## src/rtl/instr_fetch.sv

```systemverilog
// Instruction fetch unit: issues 8-byte local-store reads and queues {word1, word2}
// pairs in a 2-entry FIFO, with branch redirect, squash of in-flight reads and odd-word entry.
module instr_fetch #(
    parameter logic [31:0] RESET_PC = 32'h0000_0000,
    parameter logic [31:0] NOP_WORD = 32'h4020_0000
) (
    input  logic        clk,
    input  logic        reset,
    input  logic        stall,
    input  logic        branch_taken,
    input  logic [31:0] branch_target,
    output logic        mem_req,
    output logic [31:0] mem_addr,
    input  logic        mem_ack,
    input  logic [63:0] mem_rdata,
    output logic [31:0] instruction1_IF,
    output logic [31:0] instruction2_IF,
    output logic        valid_IF
);

    localparam int unsigned ADDR_W  = 32;
    localparam int unsigned PAIR_W  = 64;
    localparam int unsigned COUNT_W = 2;

    typedef enum logic [1:0] {
        S_IDLE,
        S_WAIT,
        S_DISCARD
    } state_t;

    state_t               state_q, state_d;
    logic [ADDR_W-1:0]    fetch_pc_q;
    logic [ADDR_W-1:0]    req_addr_q;
    logic                 odd_pending_q;
    logic [PAIR_W-1:0]    fifo_q [2];
    logic                 wr_ptr_q, rd_ptr_q;
    logic [COUNT_W-1:0]   count_q;

    logic                 issue;
    logic                 push;
    logic                 pop;
    logic [PAIR_W-1:0]    push_data;
    logic [PAIR_W-1:0]    head;

    // Next-state and request decode; a branch always wins over issuing or accepting data
    always_comb begin
        state_d  = state_q;
        mem_req  = 1'b0;
        mem_addr = req_addr_q;
        issue    = 1'b0;
        push     = 1'b0;
        case (state_q)
            S_IDLE: begin
                mem_addr = fetch_pc_q;
                if ((count_q < COUNT_W'(2)) && !branch_taken) begin
                    mem_req = 1'b1;
                    issue   = 1'b1;
                    state_d = S_WAIT;
                end
            end
            S_WAIT: begin
                mem_req = 1'b1;
                if (mem_ack) begin
                    push    = !branch_taken;
                    state_d = S_IDLE;
                end else if (branch_taken) begin
                    state_d = S_DISCARD;
                end
            end
            S_DISCARD: begin
                mem_req = 1'b1;
                if (mem_ack) begin
                    state_d = S_IDLE;
                end
            end
            default: state_d = S_IDLE;
        endcase
        if (!reset) begin
            mem_req = 1'b0;
            issue   = 1'b0;
            push    = 1'b0;
        end
    end

    assign pop       = (count_q != COUNT_W'(0)) && !stall && !branch_taken;
    assign push_data = odd_pending_q ? {NOP_WORD, mem_rdata[31:0]} : mem_rdata;
    assign head      = fifo_q[rd_ptr_q];

    assign valid_IF        = (count_q != COUNT_W'(0));
    assign instruction1_IF = valid_IF ? head[63:32] : 32'h0;
    assign instruction2_IF = valid_IF ? head[31:0]  : 32'h0;

    always_ff @(posedge clk or negedge reset) begin
        if (!reset) begin
            state_q <= S_IDLE;
        end else begin
            state_q <= state_d;
        end
    end

    // Fetch PC, outstanding address, odd-entry flag and pair FIFO
    always_ff @(posedge clk or negedge reset) begin
        if (!reset) begin
            fetch_pc_q    <= RESET_PC;
            req_addr_q    <= RESET_PC;
            odd_pending_q <= 1'b0;
            fifo_q[0]     <= '0;
            fifo_q[1]     <= '0;
            wr_ptr_q      <= 1'b0;
            rd_ptr_q      <= 1'b0;
            count_q       <= '0;
        end else begin
            if (issue) begin
                req_addr_q <= fetch_pc_q;
            end
            if (branch_taken) begin
                fetch_pc_q    <= {branch_target[31:3], 3'b000};
                odd_pending_q <= branch_target[2];
                wr_ptr_q      <= 1'b0;
                rd_ptr_q      <= 1'b0;
                count_q       <= '0;
            end else begin
                if (issue) begin
                    fetch_pc_q <= fetch_pc_q + ADDR_W'(8);
                end
                if (push) begin
                    fifo_q[wr_ptr_q] <= push_data;
                    wr_ptr_q         <= ~wr_ptr_q;
                    odd_pending_q    <= 1'b0;
                end
                if (pop) begin
                    rd_ptr_q <= ~rd_ptr_q;
                end
                case ({push, pop})
                    2'b10:   count_q <= count_q + COUNT_W'(1);
                    2'b01:   count_q <= count_q - COUNT_W'(1);
                    default: count_q <= count_q;
                endcase
            end
        end
    end

endmodule

```

## config.mk

```make
export PLATFORM = sky130hd
export DESIGN_NAME = instr_fetch
export DESIGN_NICKNAME = d
export VERILOG_FILES = /design/src/rtl/instr_fetch.sv
export SDC_FILE = /design/constraint.sdc
export NUM_CORES = 1
export LEC_CHECK = 0
export CAP_MARGIN = 5
export CORE_UTILIZATION = 52
export DETAILED_ROUTE_END_ITERATION = 6
export PLACE_DENSITY = 0.81
export RECOVER_POWER = 25
export SLEW_MARGIN = 10
export SYNTH_ARGS = -nofsm -noshare
export SYNTH_HDL_FRONTEND = slang
export SYNTH_SLANG_ARGS = --single-unit
```

## constraint.sdc

```tcl
create_clock -name clk -period 2.8 [get_ports clk]
set_clock_uncertainty 0.2 [all_clocks]
set_input_delay 0.28 -clock clk [delete_from_list [all_inputs] [get_ports clk]]
set_output_delay 0.28 -clock clk [all_outputs]
set_load 0.1 [all_outputs]
```

==> results of run 1 <==
-- per-stage QoR --
stage               power (mW)  std cells  TNS [ps]  instance area (um^2)  setup slack [ps]
floorplan                8.127        933    -206.8                  9508            -206.8
global placement         10.06       1311         0                 12310             441.4
detailed placement       10.24       1311         0                 12310             403.2
CTS                      12.75       1344         0                 12910             147.9
global route             13.30       1344         0                 12910             80.54
finish                   12.69       1344         0                 12910             166.6
-- cell type report --
| cell class | instances | area, um^2 |
|---|---|---|
| well taps | 225 | 281.5 |
| clock buffers | 17 | 425.4 |
| inverters | 9 | 33.78 |
| repair buffers | 222 | 2786 |
| flip-flops and latches | 193 | 4833 |
| clock inverters | 15 | 170.2 |
| fillers | 1185 | 4569 |
| multi-input cells | 663 | 4377 |
-- worst max-delay path, delay by kind of cell, from the launching register on --
kind / cells / cell delay, ps
muxes: 1 / 240
and+or+nand+nor: 1 / 50
DFF: 1 / 860
buffers and inverters: 2 / 560
-- what timing repair did --
action,in CTS,in global routing
resized for setup,0,0
hold buffers,1,0
endpoints found under the hold margin,193,0
setup buffers,0,0
-- logic make-up after synthesis --
logic type / after synthesis / synth area share [%]
DFF: 193 / 51.53
and+or+nand+nor: 365 / 17.57
adders and majority gates: 6 / 0.8009
muxes: 160 / 18.36
xor gates and xnor gates: 12 / 1.121
AOI/OAI and AO/OA: 117 / 7.182
buffers and inverters: 77 / 3.404
other: 1 / 0.04001
-- power breakdown --
group          switching, mW  internal (mW)  leakage, nW
Combinational           3.65           2.33         2.78
Sequential             0.555           3.69         2.49
Clock                   1.13           1.34        0.283
Total                   5.33           7.36         5.55
-- state kept, by name, indices dropped and copies added, names as in the netlist --
register       cells
state_q            2
fetch_pc_q        29
rd_ptr_q           1
wr_ptr_q           1
fifo_q           128
count_q            2
odd_pending_q      1
req_addr_q        29
-- cells in the final DEF (no fill, tap or decap), types with 4 or more instances in the layout --
cell	instances
nor2_1	29
o21ai_0	84
a221o_1	4
clkbuf_16	17
or4_1	6
mux2_2	95
nand3_1	12
nor4_1	7
clkdlybuf4s50_1	97
xnor2_1	10
o311ai_0	4
o31ai_1	5
dfrtp_1	192
buf_4	51
nor2_2	49
nand2b_1	31
o211ai_1	9
nand4_1	13
inv_6	8
ha_1	6
nand2_1	185
nor3_1	7
inv_1	8
buf_12	70
a21oi_1	5
mux2i_1	65
-- per-layer routing --
layer  part of all wire (%)  up-vias  track usage, %
li1                       -     3530               -
met1                     42     3673           35.43
met2                     50      291           44.70
met3                    5.5       50           4.176
met4                    2.5        2           9.568
met5                  0.055        -               0
-- worst min path at each step --
stage                                 to  slack [ps]  startpoint  cells after the start
after detailed placement  req_addr_q[30]         -40       reset                      1
final                     fetch_pc_q[29]          70       reset                      2
after global routing      req_addr_q[30]          90       reset                      2
after CTS                 req_addr_q[30]          60       reset                      2
after floorplan               count_q[0]        -220       reset                      0
after global placement    req_addr_q[30]         -40       reset                      1
==> results by group, run 1 <==
Critical path
  – Crit path from: rd_ptr_q
  – Register-to-register setup slack: around 330 ps
  – Reg2reg end: fetch_pc_q[30]
  – Worst Path Max Fanout: 35
  – Worst Path Arrival: 2150 ps
  – Crit path capture type: output port
  – CP peak stage delay: 860 ps
  – Critical Path End: instruction2_IF[0]
  – Path depth of the worst reg2reg path: 7
  – R2r startpoint: state_q[1]
  – Most used cell, CP: buf_4
  – CP required: 2320 ps
  – Critical Path Start Type: flip-flop
  – Cell Chain, Critical Path: buf_4 -> mux2i_1 -> nor2_2 -> buf_4
  – Critical path's slowest cell: dfrtp_4
  – Worst setup path class: flip-flop to output port

STA
  – Final Hold Violating Endpoints: 0
  – Minimum clock period: 2633 ps
  – RSZ-0062 raised after global routing: no
  – Least-Margin Pin Slew: 1605 ps
  – Final setup fails: 0
  – Final Cycle Share: 94.05%
  – Hold WS: 72.24 ps
  – FMAX: 0.3797 GHz
  – Rel. slew slack: -6.992%
  – Fin. max-slew vios: 30

Yosys
  – EDFF count, synth: 0
  – Dominant cell type by area after synthesis: dfrtp_1
  – Synth cell count leaders: dfrtp_1 (193), nand2_1 (185), mux2_2 (95), o21ai_0 (84), nor2_1 (79)
  – Count leader, synth: dfrtp_1
  – FF+latch count, synth: 193
  – Dominant synthesized flop cell: dfrtp_1
  – Sequential fraction of the synthesis area: 51.53%
  – Synth async-reset ratio: 100.0%
  – Synth Instances: 931
  – Syn. warnings: 0
  – Mapped Area: approximately 9400 um^2
  – Synth unique cells: 46
  – Syn_area_per_cell: 10.07 um^2
  – Yosys top cell area share: 51.53%
  – Dominant cells by area after synthesis: dfrtp_1 (52%), mux2_2 (11%), nand2_1 (7.4%), mux2i_1 (6.9%), o21ai_0 (4.5%)

Clocking
  – Clock Path Buffers: 2
  – # H-tree levels: 4
  – CTS tree: done
  – Root buf cell: clkbuf_16
  – Skew-Pair Late Insertion Delay: about 430 ps
  – CTS clk-pin slew, worst paths: 70 ps
  – CTS Buf Count: 17
  – Clk sinks: 193

Layout
  – Share of layout cells above drive strength 1: between 20% and 30%
  – Area grow syn2layout: 37.71%
  – Post-layout util: 73.85%
  – N_diodes: 0
  – Final nets: between 1000 and 1500

Global routing
  – Vias in the first global route: roughly 7600
  – First-pass GRT wire length: 38.44 mm
  – Grt total ovfl: 0
  – Initial antenna violation count: 1
  – Gr usage total: 26.82%
  – Largest net degree at the start of global routing: 125

Die
  – Initial Util: 53.63%
  – Number of I/O pins: 199
  – Die outline area: between 15000 and 20000 um^2
  – Row count: between 40 and 50
  – Die H: between 100 and 150 um
  – CORE AREA: 17480 um^2
  – Die W: 136.3 um

Route
  – Drt via density: 5.615
  – 1st-iter DRT viols: 484
  – DRC Markers: 1
  – Final wirelength: 23.49 mm
  – Post-DR wirelength/cell: 17.48 um
  – Initial DRT Pass Iterations: 7
  – Routed Antenna Nets: 0
  – Via count: 7546

Place
  – Port buffer count: 193
  – Post-DP HPWL: 15.78 mm
  – GPL Wtd Cong: between 0.8 and 0.9

Power and ir drop
  – Leakage: 5.552 nW
  – PD cells: between 900 and 1000 nW/um^2
  – IR drop worst, VDD: between 1 and 1.5 mV

Run status
  – Run status: finished with violations
  – Failing checks: design-rule violations, max-capacitance violations, max-slew violations

Worst hold path
  – HP Class: input port to asynchronous set/reset pin

Run
  – Maxcap violations: 1
(Power assumes the default switching activity.)
==> run 2, diff against run 1 <==
--- a/config.mk
+++ b/config.mk
@@ -6,6 +6,7 @@
 export NUM_CORES = 1
 export LEC_CHECK = 0
 export CAP_MARGIN = 5
+export CORE_MARGIN = 10
 export CORE_UTILIZATION = 52
 export DETAILED_ROUTE_END_ITERATION = 6
 export PLACE_DENSITY = 0.81
==> results by group, run 2 (synthesis gave the netlist of run 1 again) <==
Run status
  – Run status: completed (was finished with violations)

Global routing
  – Largest net degree at the start of global routing: 120 (was 125)
  – Grt total ovfl: 0 (unchanged)
  – First-pass GRT wire length: 41.27 mm (was 38.44 mm)
  – M2 GR Usage: 35.27% (was 44.70%)
  – Gr usage total: 21.14% (was 26.82%)
  – Vias in the first global route: 7659 (was 7579)
  – Met1 track demand over resource: 26.25% (was 35.43%)
  – Initial antenna violation count: 1 (unchanged)
  – GR peak layer: met2 (unchanged)
  – GR Util met3: 5.297% (was 4.176%)

Run
  – Maxcap violations: 0 (was 1)

Clocking
  – Clock Path Buffers: 2 (unchanged)
  – Setup bufs post-CTS: 0 (unchanged)
  – CTS clk-pin slew, worst paths: 70 ps (about the same)
  – CTS tree: done (unchanged)
  – Root buf cell: clkbuf_16 (unchanged)
  – Clk sinks: 193 (unchanged)
  – Skew-Pair Late Insertion Delay: 430 ps (about the same)
  – # H-tree levels: 4 (unchanged)
  – CTS Buf Count: 17 (unchanged)

STA
  – Fin. max-slew vios: 0 (was 30)
  – Final setup fails: 0 (unchanged)
  – Final Cycle Share: 93.14% (was 94.05%)
  – RSZ-0062 raised after global routing: no (unchanged)
  – Minimum clock period: 2608 ps (was 2633 ps)
  – Final Hold Violating Endpoints: 0 (unchanged)
  – Least-Margin Pin Slew: 1286 ps (was 1605 ps)
  – FMAX: 0.3834 GHz (was 0.3797 GHz)
  – Rel. slew slack: 14.23% (was -6.992%)

Layout
  – Share of layout cells above drive strength 1: 27.35% (was 27.52%)
  – Max reg flops: 128 (unchanged)
  – Biggest regs: fifo_q: 128 flops, fetch_pc_q: 29 flops, req_addr_q: 29 flops (unchanged)
  – Biggest register: fifo_q (unchanged)
  – Commonest non-fill, non-tap cell in the layout: dfrtp_1 (unchanged)
  – Most frequent cells in the layout: dfrtp_1 (192), nand2_1 (185), clkdlybuf4s50_1 (97) (unchanged)
  – N_diodes: 0 (unchanged)
  – Final nets: 1209 (was 1213)
  – Non-filler cells, final: 1344 (unchanged)
  – Area grow syn2layout: 39.73% (was 37.71%)
  – # fillers: 1211 (was 1185)

Place
  – Post-DP HPWL: 17.73 mm (was 15.78 mm)
  – GPL Wtd Cong: 0.8444 (was 0.8367)
  – Dpl cells: 1311 (unchanged)
  – Port buffer count: 193 (unchanged)

Route
  – Final wirelength: 25.42 mm (was 23.49 mm)
  – Via count: 7430 (was 7546)
  – DRC Markers: 0 (was 1)
  – Initial DRT Pass Iterations: 5 (was 7)
  – Drt via density: 5.528 (was 5.615)
  – Post-DR wirelength/cell: 18.91 um (was 17.48 um)
  – Routed Antenna Nets: 0 (unchanged)
  – 1st-iter DRT viols: 519 (was 484)

Power and ir drop
  – IR drop worst, VDD: 1.154 mV (was 1.382 mV)
  – Logic gate share of total power: 47.6% (was 47.1%)
  – Tot Pwr: 12.66 mW (was 12.69 mW)
  – Internal: 7.279 mW (was 7.357 mW)
  – Net Sw Power: 5.378 mW (was 5.330 mW)
  – Net Sw Frac: 42.49% (was 42.01%)
  – Leakage: 5.580 nW (was 5.552 nW)
  – Clock Power Share: 18.9% (was 19.5%)
  – Seq pwr share: 33.4% (was 33.5%)
  – PD cells: 966.4 nW/um^2 (was 983.0 nW/um^2)

Critical path
  – Critical Path Start Type: flip-flop (unchanged)
  – Worst Path Max Fanout: 15 (was 35)
  – Worst Path Arrival: 2130 ps (was 2150 ps)
  – Worst setup path class: flip-flop to output port (unchanged)
  – CP required: 2320 ps (about the same)
  – Critical path's slowest cell: dfrtp_1 (was dfrtp_4)
  – Crit path capture type: output port (unchanged)
  – CP peak stage delay: 420 ps (was 860 ps)
  – Cell Chain, Critical Path: inv_1 -> ha_1 -> buf_4 -> a31oi_1 -> nor3b_2 -> buf_12 (was buf_4 -> mux2i_1 -> nor2_2 -> buf_4)

Die
  – Die H: 154.3 um (was 136.3 um)
  – Initial Util: 52.54% (was 53.63%)
  – Die outline area: 23790 um^2 (was 18570 um^2)
  – CORE AREA: 17840 um^2 (was 17480 um^2)
  – Row count: 49 (was 48)
  – Number of I/O pins: 199 (unchanged)
  – Die W: 154.3 um (was 136.3 um)

Worst hold path
  – HP Class: input port to asynchronous set/reset pin (unchanged)
[run 2: cell count changes in the layout (fill, tap and decap cells not counted)]
cell / previous run / this run
clkinv_2: 0 / 1
bufinv_16: 2 / 1
clkbuf_2: 0 / 3
inv_6: 8 / 6
buf_4: 51 / 26
inv_8: 0 / 2
buf_12: 70 / 89
clkbuf_1: 2 / 1
[run 2: cell type report]
cell class	instances	area, um^2	share of cell area, %
flip-flops and latches	193	4833	36.91
multi-input cells	663	4377	33.42
repair buffers	218	2990	22.83
clock buffers	17	425.4	3.248
well taps	229	286.5	2.188
clock inverters	15	150.1	1.146
inverters	9	33.78	0.2580
[run 2: power groups by stage]
stage	Sequential [mW]	Combinational, mW	Clock, mW
floorplan	4.09	4.03	0
global placement	4.19	5.93	0
detailed placement	4.27	6.03	0
CTS	4.23	6.08	2.43
global route	4.35	6.34	2.56
finish	4.23	6.03	2.40
[run 2: worst max-delay path: cells and delay by family, from the launching register on]
kind / cells / cell delay (ps)
AOI/OAI and AO/OA: 1 / 160
adders and majority gates: 1 / 250
buffers and inverters: 3 / 610
DFF: 1 / 420
and+or+nand+nor: 1 / 260
[run 2: path summary, 6_finish.rpt]
check	from	endpoint	slack, ps	cells past startpoint
hold reg to reg	req_addr_q[23]	req_addr_q[23]	280	2
min in group clk	branch_target[19]	fetch_pc_q[19]	210	3
hold / removal	reset	fetch_pc_q[12]	60	2
setup reg to reg	state_q[1]	fetch_pc_q[28]	300	7
max in group asynchronous	reset	req_addr_q[22]	380	4
setup / recovery	state_q[1]	mem_req	190	6
[run 2: metal layers]
metal	up-vias	part of all wire, %
li1	3516	-
met1	3635	42
met2	235	49
met3	42	6.5
met4	2	2.3
met5	-	0.051
[run 2: repair_timing]
action | CTS | global route
hold endpoints to repair | 74 | 0
resized for setup | 0 | 0
hold buffers | 1 | 0
[run 2: metrics by stage]
stage | hold slack [ps] | setup WS, ps | TNS [ps] | area (um^2) | util, %
global placement | -52.08 | 233.7 | 0 | 12520 | 70.19
detailed placement | -51.96 | 221.1 | 0 | 12520 | 70.19
finish | 63.77 | 192.0 | 0 | 13100 | 73.41
CTS | 54.79 | 175.7 | 0 | 13110 | 73.47
global route | 64.70 | 92.13 | 0 | 13100 | 73.41
floorplan | -215.6 | -206.8 | -206.8 | 9508 | -
==> run 3, diff against run 2 <==
--- a/config.mk
+++ b/config.mk
@@ -7,9 +7,10 @@
 export LEC_CHECK = 0
 export CAP_MARGIN = 5
 export CORE_MARGIN = 10
-export CORE_UTILIZATION = 52
+export CORE_UTILIZATION = 55
+export CTS_BUF_LIST = sky130_fd_sc_hd__clkbuf_4 sky130_fd_sc_hd__clkbuf_8
 export DETAILED_ROUTE_END_ITERATION = 6
-export PLACE_DENSITY = 0.81
+export PLACE_DENSITY = 0.85
 export RECOVER_POWER = 25
 export SLEW_MARGIN = 10
 export SYNTH_ARGS = -nofsm -noshare
==> constraint.sdc (replaced) <==
create_clock -name clk -period 3.1 [get_ports clk]
set_clock_uncertainty 0.2 [all_clocks]
set_input_delay 0.31 -clock clk [delete_from_list [all_inputs] [get_ports clk]]
set_output_delay 0.31 -clock clk [all_outputs]
set_load 0.1 [all_outputs]
==> results by group, run 3 (synthesis gave the netlist of run 1 again) <==
Clocking
  – CTS clk-pin slew, worst paths: 90 ps (was 70 ps)
  – Clock Path Buffers: 2 (unchanged)
  – # H-tree levels: 4 (unchanged)
  – Root buf cell: clkbuf_8 (was clkbuf_16)
  – # hold bufs at CTS: 2 (was 1)
  – CTS Buf Count: 17 (unchanged)
  – Resize count post-CTS: 0 (unchanged)
  – Setup bufs post-CTS: 0 (unchanged)
  – CTS tree: done (unchanged)
  – Clk sinks: 193 (unchanged)
  – Skew-Pair Late Insertion Delay: 470 ps (was 430 ps)

STA
  – RSZ-0062 raised after global routing: no (unchanged)
  – FMAX: roughly 0.35 GHz
  – Final Hold Violating Endpoints: 0 (unchanged)
  – Minimum clock period: 2844 ps
  – Final Cycle Share: around nine tenths
  – Setup ws final: 255.8 ps (was 192.0 ps)
  – Setup TNS: 0 ps (unchanged)
  – Fin. max-slew vios: 0 (unchanged)
  – Final setup fails: 0 (unchanged)
  – Rel. slew slack: 8.059% (was 14.23%)
  – Least-Margin Pin Slew: 1379 ps (was 1286 ps)

Layout
  – Biggest regs: fifo_q: 128 flops, fetch_pc_q: 29 flops, req_addr_q: 29 flops (unchanged)
  – Share of layout cells above drive strength 1: 22.71% (was 27.35%)
  – Commonest non-fill, non-tap cell in the layout: dfrtp_1 (unchanged)
  – Biggest register: fifo_q (unchanged)
  – Max reg flops: 128 (unchanged)
  – Most frequent cells in the layout: dfrtp_1 (192), nand2_1 (185), clkdlybuf4s50_1 (97) (unchanged)
  – Finished Cell Area: 12060 um^2 (was 13100 um^2)
  – Post-layout util: 72.46% (was 73.41%)
  – Area grow syn2layout: 28.66% (was 39.73%)
  – Final nets: 1208 (was 1209)

Power and ir drop
  – Internal: 6.090 mW (was 7.279 mW)
  – IR drop worst, VDD: 1.067 mV (was 1.154 mV)
  – Net Sw Frac: 43.14% (was 42.49%)
  – Leakage: 5.342 nW (was 5.580 nW)
  – Net Sw Power: 4.620 mW (was 5.378 mW)
  – PD cells: 888.1 nW/um^2 (was 966.4 nW/um^2)
  – Clock Power Share: 15.4% (was 18.9%)
  – Logic gate share of total power: 48.9% (was 47.6%)
  – Seq pwr share: 35.7% (was 33.4%)
  – Tot Pwr: 10.71 mW (was 12.66 mW)

Route
  – Initial DRT Pass Iterations: 5 (unchanged)
  – Via count: 7397 (was 7430)
  – DRC Markers: 0 (unchanged)
  – Drt via density: 5.541 (was 5.528)
  – 1st-iter DRT viols: 511 (was 519)
  – Final wirelength: 24.28 mm (was 25.42 mm)
  – Routed Antenna Nets: 0 (unchanged)
  – Post-DR wirelength/cell: 18.19 um (was 18.91 um)

Critical path
  – Register-to-register setup slack: 480 ps (was 300 ps)
  – Critical Path Start Type: flip-flop (unchanged)
  – Crit path capture type: output port (unchanged)
  – CP peak stage delay: 920 ps (was 420 ps)
  – Worst Path Arrival: 2330 ps (was 2130 ps)
  – CP required: 2590 ps (was 2320 ps)
  – Critical path's slowest cell: dfrtp_4 (was dfrtp_1)
  – Worst Path Max Fanout: 42 (was 15)
  – Worst setup path class: flip-flop to output port (unchanged)
  – Cell Chain, Critical Path: buf_4 -> mux2i_1 -> nor2_1 -> buf_4 (was inv_1 -> ha_1 -> buf_4 -> a31oi_1 -> nor3b_2 -> buf_12)
  – Most used cell, CP: buf_4

Place
  – Post-DP HPWL: 17.07 mm (was 17.73 mm)
  – Area after DPL: 11670 um^2 (was 12520 um^2)
  – Port buffer count: 193 (unchanged)
  – GPL Wtd Cong: 0.8442 (was 0.8444)
  – Post-Place Worst Slack: 474.8 ps (was 221.1 ps)

Global routing
  – Vias in the first global route: 7581 (was 7659)
  – Largest net degree at the start of global routing: 97 (was 120)
  – Gr usage total: 21.46% (was 21.14%)
  – Initial antenna violation count: 1 (unchanged)
  – First-pass GRT wire length: 39.22 mm (was 41.27 mm)
  – Grt total ovfl: 0 (unchanged)

Run status
  – Run status: completed (unchanged)

Worst hold path
  – HP Class: input port to flip-flop (was input port to asynchronous set/reset pin)

Die
  – Die H: 150.5 um (was 154.3 um)
  – Die W: 150.5 um (was 154.3 um)
  – Number of I/O pins: 199 (unchanged)
  – CORE AREA: 16640 um^2 (was 17840 um^2)
  – Row count: 47 (was 49)
  – Initial Util: 56.32% (was 52.54%)
  – Die outline area: 22660 um^2 (was 23790 um^2)

Run
  – Maxcap violations: 0 (unchanged)
run 3: changes by cell type in the layout (fill, tap and decap cells not counted), moves of 16 or more:
cell and change:
clkbuf_8 +16, buf_12 -57, clkbuf_16 -17, nor2_1 +49
buf_4 +56, nor2_2 -49
run 3: power groups by stage:
| stage | logic [mW] | clock network, mW | registers, mW |
|---|---|---|---|
| finish | 5.23 | 1.65 | 3.83 |
| global route | 5.54 | 1.79 | 3.93 |
| global placement | 5.18 | 0 | 3.80 |
| CTS | 5.29 | 1.68 | 3.82 |
| floorplan | 3.58 | 0 | 3.70 |
| detailed placement | 5.27 | 0 | 3.87 |
run 3: area by class of cell:
class                   count  area (um^2)
flip-flops and latches    193         4833
fillers                  1199         4583
multi-input cells         663         4254
repair buffers            217         2265
well taps                 220        275.3
clock buffers              18        241.5
clock inverters            14        153.9
inverters                   9        33.78
diodes                      1        2.502
run 3: stage by stage:
step	instances	hold slack, ps
after global routing	1334	205.7
after global placement	1300	-53.35
final	1335	200.5
after floorplan	933	-185.6
after detailed placement	1300	-51.66
after CTS	1334	179.5
run 3: final timing paths:
path,start,to,cells after the start
max,rd_ptr_q,instruction2_IF[1],4
min,branch_target[2],odd_pending_q,3
max reg2reg,state_q[0],fetch_pc_q[24],7
min reg2reg,req_addr_q[13],req_addr_q[13],2
max in group asynchronous,reset,req_addr_q[19],4
min in group asynchronous,reset,req_addr_q[10],3
run 3: worst max-delay path: cells and delay by family (launching register included):
| family | cells | cell delay, ps |
|---|---|---|
| DFF | 1 | 920 |
| muxes | 1 | 100 |
| buffers and inverters | 2 | 660 |
| and+or+nand+nor | 1 | 170 |
run 3: routing by layer:
| metal | GRT usage (%) | part of all wire [%] | wire, um |
|---|---|---|---|
| met1 | 27.05 | 42 | 10090 |
| met2 | 33.93 | 48 | 11660 |
| met3 | 6.182 | 8.3 | 2004 |
| met4 | 8.941 | 2.2 | 528 |
| met5 | 0 | 0 | 0 |
